[src/rtl/mult_share_arbiter.sv]
// mult_share_arbiter: round-robin sharing of one multi-cycle 8x8 multiplier
// between N_REQ requesters. The shared unit is started by holding
// mult_start_o until it reports busy; the result is captured when busy drops.
// Optional watchdog: define MULT_ARB_TIMEOUT_EN to abort a stuck transaction
// after TIMEOUT_CYCLES with y_o = 16'hFFFF and an err_o pulse.
module mult_share_arbiter #(
  parameter int unsigned N_REQ          = 4,
  parameter int unsigned IDX_W          = 2,
  parameter int unsigned TIMEOUT_CYCLES = 64
) (
  input  logic               clk_i,
  input  logic               rst_i,
  input  logic [N_REQ-1:0]   req_i,
  input  logic [8*N_REQ-1:0] a_i,
  input  logic [8*N_REQ-1:0] b_i,
  output logic [N_REQ-1:0]   ack_o,
  output logic [N_REQ-1:0]   done_o,
  output logic [15:0]        y_o,
  output logic               busy_o,
  output logic               err_o,
  output logic               mult_start_o,
  output logic [7:0]         mult_a_o,
  output logic [7:0]         mult_b_o,
  input  logic               mult_busy_i,
  input  logic [15:0]        mult_y_i
);

  typedef enum logic [1:0] {IDLE, START, RUN, DONE} state_t;

  state_t             state, state_nxt;
  logic [IDX_W-1:0]   ptr, ptr_nxt, cur, cur_nxt, cur_inc, win;
  logic               found;
  logic [N_REQ-1:0]   ack_nxt, done_nxt;
  logic [15:0]        y_nxt;
  logic               start_nxt;
  logic [7:0]         a_nxt, b_nxt;

`ifdef MULT_ARB_TIMEOUT_EN
  localparam int unsigned CNT_W = $clog2(TIMEOUT_CYCLES + 1);
  logic [CNT_W-1:0] cnt, cnt_nxt;
  logic             err_nxt;
`endif

  // Fold pointer+offset back into 0..N_REQ-1.
  function automatic logic [IDX_W-1:0] wrap_idx(input int unsigned v);
    if (v >= N_REQ) return IDX_W'(v - N_REQ);
    return IDX_W'(v);
  endfunction

  assign cur_inc = (cur == IDX_W'(N_REQ - 1)) ? '0 : cur + IDX_W'(1);

  // Round-robin search: first set request at or above the pointer, with wrap.
  always_comb begin
    found = 1'b0;
    win   = '0;
    for (int unsigned i = 0; i < N_REQ; i++) begin
      if (!found && req_i[wrap_idx(32'(ptr) + i)]) begin
        found = 1'b1;
        win   = wrap_idx(32'(ptr) + i);
      end
    end
  end

  // Next-state and next-output logic for the start/busy-wait/capture sequence.
  always_comb begin
    state_nxt = state;
    ptr_nxt   = ptr;
    cur_nxt   = cur;
    ack_nxt   = '0;
    done_nxt  = '0;
    y_nxt     = y_o;
    start_nxt = mult_start_o;
    a_nxt     = mult_a_o;
    b_nxt     = mult_b_o;
`ifdef MULT_ARB_TIMEOUT_EN
    cnt_nxt   = cnt;
    err_nxt   = 1'b0;
`endif
    case (state)
      IDLE: begin
        if (found) begin
          a_nxt        = a_i[{win, 3'b000} +: 8];
          b_nxt        = b_i[{win, 3'b000} +: 8];
          ack_nxt[win] = 1'b1;
          start_nxt    = 1'b1;
          cur_nxt      = win;
          state_nxt    = START;
`ifdef MULT_ARB_TIMEOUT_EN
          cnt_nxt      = '0;
`endif
        end
      end
      START: begin
        if (mult_busy_i) begin
          start_nxt = 1'b0;
          state_nxt = RUN;
        end
      end
      RUN: begin
        start_nxt = 1'b0;
        if (!mult_busy_i) begin
          y_nxt         = mult_y_i;
          done_nxt[cur] = 1'b1;
          ptr_nxt       = cur_inc;
          state_nxt     = DONE;
        end
      end
      DONE: state_nxt = IDLE;
      default: state_nxt = IDLE;
    endcase
`ifdef MULT_ARB_TIMEOUT_EN
    // Watchdog: normal completion in RUN wins over a same-cycle timeout.
    if (state == START || (state == RUN && mult_busy_i)) begin
      cnt_nxt = cnt + CNT_W'(1);
      if (cnt_nxt == CNT_W'(TIMEOUT_CYCLES)) begin
        start_nxt     = 1'b0;
        y_nxt         = 16'hFFFF;
        done_nxt      = '0;
        done_nxt[cur] = 1'b1;
        err_nxt       = 1'b1;
        ptr_nxt       = cur_inc;
        state_nxt     = DONE;
      end
    end
`endif
  end

  // State and output registers.
  always_ff @(posedge clk_i or posedge rst_i) begin
    if (rst_i) begin
      state        <= IDLE;
      ptr          <= '0;
      cur          <= '0;
      ack_o        <= '0;
      done_o       <= '0;
      y_o          <= '0;
      busy_o       <= 1'b0;
      mult_start_o <= 1'b0;
      mult_a_o     <= '0;
      mult_b_o     <= '0;
    end else begin
      state        <= state_nxt;
      ptr          <= ptr_nxt;
      cur          <= cur_nxt;
      ack_o        <= ack_nxt;
      done_o       <= done_nxt;
      y_o          <= y_nxt;
      busy_o       <= (state_nxt != IDLE);
      mult_start_o <= start_nxt;
      mult_a_o     <= a_nxt;
      mult_b_o     <= b_nxt;
    end
  end

`ifdef MULT_ARB_TIMEOUT_EN
  // Watchdog counter and error flag.
  always_ff @(posedge clk_i or posedge rst_i) begin
    if (rst_i) begin
      cnt   <= '0;
      err_o <= 1'b0;
    end else begin
      cnt   <= cnt_nxt;
      err_o <= err_nxt;
    end
  end
`else
  assign err_o = 1'b0;
`endif

endmodule

[config.mk]
export PLATFORM = sky130hd
export DESIGN_NAME = mult_share_arbiter
export DESIGN_NICKNAME = d
export VERILOG_FILES = /design/src/rtl/mult_share_arbiter.sv
export SDC_FILE = /design/constraint.sdc
export NUM_CORES = 1
export LEC_CHECK = 0
export BUFFER_PORTS_ARGS = -buffer_cell sky130_fd_sc_hd__buf_4
export CAP_MARGIN = 15
export CORE_ASPECT_RATIO = 0.9
export CORE_MARGIN = 5
export CORE_UTILIZATION = 48
export CTS_CLUSTER_DIAMETER = 100
export CTS_CLUSTER_SIZE = 16
export DETAILED_ROUTE_END_ITERATION = 10
export PLACE_DENSITY_LB_ADDON = 0.15
export SYNTH_ARGS = -nofsm -noshare
export SYNTH_HDL_FRONTEND = slang
export SYNTH_SLANG_ARGS = --single-unit
[constraint.sdc]
create_clock -name clk_i -period 2.9 [get_ports clk_i]
set_input_delay 0.29 -clock clk_i [delete_from_list [all_inputs] [get_ports clk_i]]
set_output_delay 0.29 -clock clk_i [all_outputs]
set_load 0.1 [all_outputs]
== Word-level counts from Yosys, hierarchy flattened ==
Cells that the tools add are included.
Word-level totals
  register bits: 48
  input port bits: 87
  output and inout bits: 43
  word-level logic and storage cells: 105
Operators by class
  add/sub/neg operators: 8
  magnitude comparators: 12
  equal/unequal tests: 6
  shift-type cells: 2
  mux-type cells: 52
  bitwise operators: 1
  reduce and logical (&&, ||, !) cells: 14
Operators by type and width (count)
  indexed part select 32 x 6 -> 8 bit: 2
  two-way mux 2 bit: 20
  two-way mux 1 bit: 20
  < comparator 2 x 3 -> 1 bit (second input constant): 6
  two-way mux 4 bit: 4
  greater-or-equal comparator 3 bit (second input constant): 3
  binary-select mux 1 bit (select 2 bit): 4
  one-hot mux 2 bit (4 select lines): 1
  subtractor 2 x 1 -> 2 bit (second input constant): 4
  adder 2 x 2 -> 3 bit (second input constant): 2
  == test 2 bit (second input constant): 3
  logical AND 1 bit: 5
  demux 1 bit (select 2 bit): 2
  greater-or-equal comparator 2 x 1 -> 1 bit (second input constant): 2
  != test 2 bit (second input constant): 2
  AND reduction 2 bit: 2
  adder 2 x 1 -> 3 bit (second input constant): 1
  greater-or-equal comparator 2 x 3 -> 1 bit (second input constant): 1
  logical NOT 1 bit: 3
  one-hot mux 1 bit (3 select lines): 1
  AND reduction 3 bit: 1
  nonzero test 3 bit: 1
  adder 2 x 1 -> 2 bit (second input constant): 1
  == test 2 x 1 -> 1 bit (second input constant): 1
  other kinds (3): 3

== Logic depth before layout (Yosys ltp) ==
  depth after elaboration: 23
  mapped depth: 7
  depth with buffers taken out: 7

== Worst setup path after synthesis ==
OpenSTA, ideal clock, no wires.
  kind: register -> register
  from: reg state[0]
  to: reg y_o[0]
  setup time: 0.125 ns
  arrival time: 1.551 ns
  required time: 2.775 ns
  setup slack: 1.224 ns
  stages on the path, launching flop included: 6
  buffers on the path: 1
  period minus slack after synthesis: 1.676 ns
  cell sequence: dfrtp_1 -> inv_1 -> ha_1 -> nor2b_1 -> clkbuf_1 -> mux2_2
Between the ends
  cells in the longest elaborated chain, start to end: 2
RTL lines
  start, declared: RTL line 30  | state_t state, state_nxt;
  start signal, assigned: RTL line 142  | state <= state_nxt;
  == test 2 bit: RTL line 79  | case (state)
  AND reduction 2 bit (no line)
  end signal, assigned: RTL line 147  | y_o <= y_nxt;
  end, declared: RTL line 18  | output logic [15:0] y_o,
Every way passes these cells.
A chain may end at the register's enable or synchronous reset.

== Worst setup path after layout ==
  from: reg ptr[0]
  to: reg mult_a_o[1]
Between the ends
  cells in the longest elaborated chain, start to end: 16
  elaborated cells between the ends (all ways): 55
  classes of those cells: 7 x add/sub; 4 x order compare; 1 x shift; 36 x mux; 7 x reduce/logical
RTL lines
  start, declared: RTL line 31  | logic [IDX_W-1:0] ptr, ptr_nxt, cur, cur_nxt, cur_inc, win;
  start signal, assigned: RTL line 143  | ptr <= ptr_nxt;
  branches (longest 16 deep; another with adder 2 x 1 -> 3 bit)
  end signal, assigned: RTL line 150  | mult_a_o <= a_nxt;
  end, declared: RTL line 22  | output logic [7:0] mult_a_o,
Several ways; the timed one is not identified. The select of a mux whose other input is x is not followed.

==> metrics <==
Synth Cell Area=2420 µm²; cell row count=24; post-synthesis sequential area ratio=49.6%; CP max FO=37; Area Growth Syn to Fin=44.9%; Final ANT Viol Nets=0; Final Slew Violations=0; TNS Setup=0 ps; Routability Congestion=0.757; Root Driver=clkbuf_8; Vias/cell=5.09; Max stage delay cell, worst path=buf_4; clock latency on the worst-skew pair=300 ps; unrepaired setup endpoints after global routing=false; Detailed Route Iter0 Violations=82; # IOs=130; number of antenna diodes=0; largest net degree at the start of global routing=49; initial core utilization=49.7%; f_max=514 MHz; number of enable flip-flop cells after synthesis=0; hold buffer count at CTS=0; CP Launch Type=register; max_cap viols=0; Die Area=6560 µm²; YS warnings=0; Nets=420; Slew HR=34.6%; run status=finished clean; Fin. Hold Viols=0; DIE HEIGHT=77.4 µm; Worst Max-Slew Pin Slew=979 ps; antenna violations before repair=0; via count=1,989; Yosys reg bits=48; PostCTS Resize Cnt=0; largest family of logic cells by synthesized area=multiplexers; Die Width=84.8 µm; slowest stage delay, CP=500 ps; share of post-route cells with drive strength above 1=50.3%; Hold/Removal Path Class=primary input to async pin; CTS tree=done; Period minus WS final=1940 ps; period utilisation layout=67.1%; Simple-Gate Fraction of Synth Area=7.55%; core area=4860 µm²; Critical Path Start=ptr[0]$_DFFE_PP0P_; mux cell area share after synthesis=21.6%; First-pass DRT Iterations=4; htree depth=2; Buf/Inv on CP=1; Compound-Gate Fraction of Synth Area=10.8%; clock buffer depth=2; Final Skew=8.43 ps; total clock buffers created by CTS=5; first-pass GRT wire length=9950 µm; Final Setup Violations=0; Post-CTS Setup Inserts=0; post-synth cell types=32; vias in the first global route=2,128; Total Routing Usage GR=18.4%; Filler cells=380; Clk pin slew, worst setup/hold paths=90 ps; hpwl dp=4710 µm; worst path required time=3030 ps; crit-path cells=o221a_1 > o22ai_4 > buf_4 > mux2i_1 > o221ai_1; GRT Residual Overflow=0; WP data arrival=2080 ps; XOR/XNOR Fraction of Synth Area=0%; Cells after Synth=199; asr flop ratio synth=100%; final wirelength=6060 µm; CP delay by family, top=compound AO/OA/AOI/OAI gates; Syn Area/Cell=12.2 µm²; critical path capture point type=register; Synth Flop Type=dfrtp_1; worst r2r src=ptr[0]$_DFFE_PP0P_; residual DRC count=0; I/O Buffers=128; Synth Area in Adders=4.14%; worst reg2reg setup slack=960 ps; syn_nets=294; Wirelength per Cell=15.5 µm; clock sink total=48; Setup CP Type=register to register
[cells in the mapped netlist (2+ instances only)]
cell / number / share of area, %
o22ai_1: 2 / 0.52
and2_1: 4 / 1.0
a21oi_1: 3 / 0.62
o21ai_0: 6 / 1.2
nor2b_1: 3 / 0.78
buf_2: 3 / 0.62
buf_12: 2 / 1.7
o221ai_2: 3 / 1.9
nor2_1: 6 / 0.93
inv_1: 9 / 1.4
o221ai_1: 13 / 4.7
mux2_2: 18 / 8.4
dfrtp_1: 48 / 50
mux2i_1: 32 / 13
ha_1: 8 / 4.1
nand2_1: 19 / 2.9
or2_1: 2 / 0.52
buf_4: 4 / 1.2
[kinds of logic (layout without fill, tap and decap cells)]
group / after synthesis / count (layout)
flops: 48 / 48
mux: 50 / 50
other cells: 1 / 1
simple gates: 39 / 39
fa+ha+maj: 8 / 8
buf+inv: 21 / 148
compound gates: 32 / 32
[state kept, by name, indices dropped and copies added, names as in the netlist]
signal,cells
mult_b_o,8
y_o,16
done_o,4
ack_o,4
busy_o,1
mult_start_o,1
ptr,2
mult_a_o,8
state,2
cur,2
[cell type report]
cell class / instances / area [µm²] / share of cell area (%)
well taps: 65 / 81.3 / 2.32
repair buffers: 131 / 983 / 28.0
inverters: 9 / 33.8 / 0.963
flip-flops and latches: 48 / 1200 / 34.2
clock buffers: 6 / 82.6 / 2.35
clock inverters: 2 / 38.8 / 1.11
multi-input cells: 130 / 1090 / 31.0
[stage by stage]
step	cells	utilization [%]	instance area (µm²)	setup WS, ps	hold slack (ps)
5_1_grt	391	72.1	3510	790	206
3_5_place_dp	383	69.6	3390	848	474
4_1_cts	391	72.1	3510	942	210
3_3_place_gp	383	69.6	3390	906	471
6_report	391	72.1	3510	955	218
2_1_floorplan	199	-	2420	1220	431
[per-layer routing]
metal  GRT usage [%]  vias to the layer above  wire, µm
met2            31.3                       77      3090
met4            5.06                        0        81
met3            5.72                        9       450
li1                -                      961         -
met1            22.7                      942      2440
met5               0                        -         0
[placed cells by master, fill, tap and decap left out, drive strengths merged, types with 4 or more instances in the layout]
cell type  count
dfrtp         48
buf          131
and2           4
nor2           6
mux2          18
ha             8
inv            9
clkbuf         6
o21ai          6
o221ai        16
mux2i         32
nor2b          4
nand2         19
[path summary, 6_finish.rpt]
path / to / cells past startpoint
min: ack_o[3]$_DFF_PP0_ / 2
max in group asynchronous: y_o[12]$_DFFE_PP0P_ / 2
max reg2reg: mult_a_o[1]$_DFFE_PP0P_ / 5
min reg2reg: mult_a_o[7]$_DFFE_PP0P_ / 2
max: mult_a_o[1]$_DFFE_PP0P_ / 5
min in group clk_i: y_o[2]$_DFFE_PP0P_ / 2
Power is not shown: default switching activity piles up to over one toggle a cycle in this logic, so the estimate is an artifact.
